## src/rtl/hilo_unit.sv

```systemverilog
// hilo_unit: architectural HI/LO register pair sitting behind the multiplier.
// It launches a multiply, waits out the multiplier latency, captures the
// product into HI/LO, serves move-from/move-to accesses, and stalls decode
// while a multiply is in flight.
//
// Handshake: decode holds a request (mul_start, mf_req, mt_we) steady until
// a cycle in which stall=0; the request takes effect in that cycle (at its
// closing edge for writes, combinationally for mf_data/mf_valid). A request
// presented while stall=1 has no effect at all.
module hilo_unit #(
    parameter int width   = 32,
    parameter int LATENCY = 1
) (
    input  logic             clk,
    input  logic             rst_n,
    input  logic             mul_start,
    output logic             mul_we,
    input  logic [width-1:0] mul_hi,
    input  logic [width-1:0] mul_lo,
    input  logic             mf_req,
    input  logic             mf_sel,
    output logic [width-1:0] mf_data,
    output logic             mf_valid,
    input  logic             mt_we,
    input  logic             mt_sel,
    input  logic [width-1:0] mt_data,
    output logic             busy,
    output logic             stall,
    output logic             mul_done,
    output logic [width-1:0] hi,
    output logic [width-1:0] lo
);

    // Counter load value: LATENCY=1 loads 0, giving a single WAIT cycle.
    localparam logic [3:0] CNT_LOAD = 4'(LATENCY - 1);

    // IDLE: accepting requests. WAIT: multiplier result not yet valid.
    // The state signal is left visible at this level for checker binding.
    typedef enum logic {
        IDLE = 1'b0,
        WAIT = 1'b1
    } state_t;

    state_t     state;
    state_t     state_nx;
    logic [3:0] cnt;
    logic [3:0] cnt_nx;
    logic       capture;

    // State and latency counter register.
    always_ff @(posedge clk or negedge rst_n) begin
        if (!rst_n) begin
            state <= IDLE;
            cnt   <= 4'd0;
        end else begin
            state <= state_nx;
            cnt   <= cnt_nx;
        end
    end

    // Next-state logic: start launches WAIT, counter expiry returns to IDLE.
    always_comb begin
        state_nx = state;
        cnt_nx   = cnt;
        case (state)
            IDLE: begin
                if (mul_start) begin
                    state_nx = WAIT;
                    cnt_nx   = CNT_LOAD;
                end
            end
            WAIT: begin
                if (cnt == 4'd0) begin
                    state_nx = IDLE;
                end else begin
                    cnt_nx = cnt - 4'd1;
                end
            end
            default: begin
                state_nx = IDLE;
                cnt_nx   = 4'd0;
            end
        endcase
    end

    // Output logic: everything decode and the multiplier see is combinational.
    always_comb begin
        busy     = (state == WAIT);
        capture  = (state == WAIT) && (cnt == 4'd0);
        mul_we   = (state == IDLE) && mul_start;
        stall    = busy && (mul_start || mf_req || mt_we);
        mf_valid = mf_req && !busy;
        mf_data  = '0;
        if (mf_valid) begin
            mf_data = mf_sel ? hi : lo;
        end
    end

    // HI/LO registers: product capture wins over a move-to; move-to only in IDLE.
    always_ff @(posedge clk or negedge rst_n) begin
        if (!rst_n) begin
            hi       <= '0;
            lo       <= '0;
            mul_done <= 1'b0;
        end else begin
            mul_done <= capture;
            if (capture) begin
                hi <= mul_hi;
                lo <= mul_lo;
            end else if (mt_we && (state == IDLE)) begin
                if (mt_sel) begin
                    hi <= mt_data;
                end else begin
                    lo <= mt_data;
                end
            end
        end
    end

endmodule

```

## config.mk

```make
export PLATFORM = sky130hd
export DESIGN_NAME = hilo_unit
export DESIGN_NICKNAME = d
export VERILOG_FILES = /design/src/rtl/hilo_unit.sv
export SDC_FILE = /design/constraint.sdc
export NUM_CORES = 1
export LEC_CHECK = 0
export BUFFER_PORTS_ARGS = -buffer_cell sky130_fd_sc_hd__buf_2
export CAP_MARGIN = 10
export CORE_MARGIN = 1
export CORE_UTILIZATION = 50
export CTS_BUF_LIST = sky130_fd_sc_hd__clkbuf_4
export CTS_CLUSTER_SIZE = 25
export DETAILED_ROUTE_END_ITERATION = 10
export PLACE_DENSITY = 0.89
export SLEW_MARGIN = 20
export SYNTH_ARGS = -nofsm -noshare
export SYNTH_HDL_FRONTEND = slang
export SYNTH_SLANG_ARGS = --single-unit
```

## constraint.sdc

```tcl
create_clock -name clk -period 2.78 [get_ports clk]
set_clock_uncertainty 0.05 [all_clocks]
set_input_delay 0.556 -clock clk [delete_from_list [all_inputs] [get_ports clk]]
set_output_delay 0.556 -clock clk [all_outputs]
set_load 0.02 [all_outputs]
```

==> impl_metrics.py <==
metrics = {
    "outcome": {
        "outcome": "completed",
    },
    "global_route": {
        "grt_pass1_wl_um": 17100,
        "grt_pass1_vias": 3621,
        "grt_overflow": 0,
        "grt_start_max_net_pins": 66,
        "grt_usage_pct": 29.2,
        "antenna_found_initial": 0,
    },
    "timing": {
        "rsz0062_at_grt": "false",
        "setup_slack_ns": 0.413,
        "setup_viol_count_final": 0,
        "hold_viol_final": 0,
        "slew_headroom_pct": 24.8,
        "worstMarginPinSlew_ns": 1.13,
        "drv_slew": 0,
        "fmax_mhz": 422,
        "period_needed_ns": 2.37,
        "setup_tns_ns": 0,
        "finalCritPeriodShare_pct": 85.2,
    },
    "die": {
        "core.rowCount": 30,
        "initial_core_util_pct": 53.1,
        "die_area_mm2": 0.00772,
        "die_h_um": 87.9,
        "die_x_um": 87.9,
        "core-area_mm2": 0.00694,
        "ios": 204,
    },
    "power_and_ir_drop": {
        "ir_drop_uv": 639,
        "p_sw_share_pct": 48.0,
        "combPwrFrac_pct": 53.9,
        "intPower_mw": 3.08,
        "p_per_area_mw_per_mm2": 1210,
        "pwr-share-clk_pct": 12.2,
        "seqPwrFrac_pct": 33.9,
        "power_switching_mw": 2.84,
        "leakagePower_nw": 2.72,
    },
    "final_layout": {
        "area_growth_pct": 32.5,
        "drive_above_1_share_pct": 37.0,
        "stdcell_count": 718,
        "final.fill_count": 565,
        "multi_input_area_mm2": 0.00174,
        "n_antenna_cell": 0,
        "final_core_util_pct": 70.4,
        "seq_area_mm2": 0.00175,
        "nNetsFinal": 722,
    },
    "synthesis": {
        "yosys_warnings": 0,
        "syn_area_per_cell_um2": 8.56,
        "async_flop_share_pct": 100,
        "yosys-top-cells-area": "dfrtp_1 (48%), a21oi_1 (10%), mux2i_1 (9.5%), nor2_1 (7.4%), nand2_1 (6.8%)",
        "ys_ff_latch": 70,
        "synth_largest_area_cell": "dfrtp_1",
        "synth_top_area_share_pct": 47.5,
        "synth_cell_types": 24,
        "synthCells": 431,
        "synth_most_common_cell": "a21oi_1",
        "syn-num-nets": 536,
        "synth-seq-area-share_pct": 47.5,
        "synth_ff_type": "dfrtp_1",
        "syn-cell-area_mm2": 0.00369,
        "synth_edf_count": 0,
        "yosys-top-cells-count": "a21oi_1 (76), nor2_1 (73), dfrtp_1 (70)",
    },
    "clock_tree": {
        "cts.clk_slew.worst_paths_ns": 0.12,
        "cts_tree": "built",
        "clock_sinks": 70,
        "cts_buffers": 9,
        "postCtsResizedCells": 0,
        "ctsHoldBuffers": 0,
        "post_cts_buffers": 0,
        "h-tree-depth": 3,
        "root_buffer": "clkbuf_4",
        "clockBufferDepth": 2,
        "clk_latency_ns": 0.40,
    },
    "critical_path": {
        "critPathMaxFanout": 16,
        "worstSetupPathType": "register to primary output",
        "rr_endpoint": "lo[5]",
        "reg2reg_from": "cnt[1]",
        "cp-end-kind": "primary output",
        "arrival_ns": 1.76,
        "startpoint": "busy",
        "worstPathRequired_ns": 2.17,
        "ff2ff_setup_slack_ns": 0.67,
        "reg2regPathDepth": 6,
        "startpoint_type": "register",
    },
    "route": {
        "first_pass_iters": 7,
        "wl_um": 11400,
        "drtIter0Drc": 255,
        "via_count": 3987,
        "ant_nets": 0,
        "wl_per_cell_um": 15.8,
        "via_per_inst": 5.55,
        "drc": 0,
    },
    "placed_design": {
        "place.gp.congestion": 0.835,
        "pre_cts_ws_ns": 0.705,
        "hpwl_um": 8060,
        "numPortBuffers": 203,
        "dp.cells": 702,
    },
    "min_path": {
        "hold_class": "input pin to asynchronous set/reset pin",
    },
    "run": {
        "drv_cap": 0,
    },
}
-- worst max path at each step --
stage,to,slack [ns],depth (start not counted)
2_1_floorplan,mf_data[12],0.76,4
3_3_place_gp,lo[12],0.77,4
3_5_place_dp,hi[21],0.71,6
4_1_cts,mf_data[23],0.39,4
5_1_grt,mf_data[7],0.30,4
6_report,mf_data[14],0.41,4
-- layout by cell type (no fill, tap or decap), drive strengths merged --
master,netlist,final
nand3,27,27
a22oi,26,26
nand2,67,67
mux2i,35,35
dfrtp,70,70
inv,5,5
o31a,1,1
or3b,1,1
nor2,73,73
clkbuf,5,11
buf,32,212
o31ai,1,1
ha,2,2
and3b,1,1
nand2b,3,3
clkinv,0,3
nand3b,1,1
a21oi,76,76
nor4b,1,1
a22o,1,1
nand4bb,1,1
bufinv,0,2
nor3b,2,2
-- power groups by stage --
| stage | sequential [mW] | clock, mW | combinational [mW] |
|---|---|---|---|
| floorplan | 2.50 | 0 | 1.63 |
| global placement | 1.99 | 0 | 3.10 |
| detailed placement | 2.01 | 0 | 3.20 |
| CTS | 2.00 | 0.739 | 3.21 |
| global route | 2.06 | 0.790 | 3.51 |
| finish | 2.01 | 0.723 | 3.19 |
-- per-stage QoR --
step           power, mW  hold WS, ns  instance area [µm²]
3_3_place_gp        5.08        0.436                 4730
4_1_cts             5.94       0.0554                 4890
6_report            5.92       0.0620                 4890
2_1_floorplan       4.14        0.210                 3690
3_5_place_dp        5.22        0.452                 4730
5_1_grt             6.37       0.0786                 4890
-- routing by layer --
metal / wire, µm / global-route usage, % / part of all wire, %
met4: 262 / 14.0 / 2.3
met2: 5830 / 49.1 / 51
met3: 965 / 5.09 / 8.5
met1: 4300 / 36.7 / 38
met5: 0 / 0 / 0
-- flip-flops by register name (all words and copies together) (netlist names) --
| name | cells |
|---|---|
| busy | 1 |
| hi | 32 |
| mul_done | 1 |
| cnt | 4 |
| lo | 32 |
-- worst max-delay path, stage by stage (launching register included) --
cell and delay [ns]:
dfrtp_1 0.57, nand2b_1 0.26, buf_4 0.21, nor2_1 0.13, buf_2 0.18
-- cells by family after synthesis --
logic type	count (synthesis)	share of synthesized area [%]
AND/OR/NAND/NOR	177	20.4
multiplexers	35	9.50
adder cells (fa/ha/maj)	2	0.679
buffers and inverters	42	5.67
AO/OA/AOI/OAI	105	16.3
flip-flops	70	47.5
-- cell type report --
| class | instances | share of cell area, % |
|---|---|---|
| clock inverter | 5 | 1.51 |
| clock buffer | 11 | 1.69 |
| multi-input combinational | 319 | 35.7 |
| sequential | 70 | 35.9 |
| inverter | 5 | 0.384 |
| tap | 96 | 2.46 |
| timing repair buffer | 212 | 22.4 |
(Power assumes the default switching activity.)
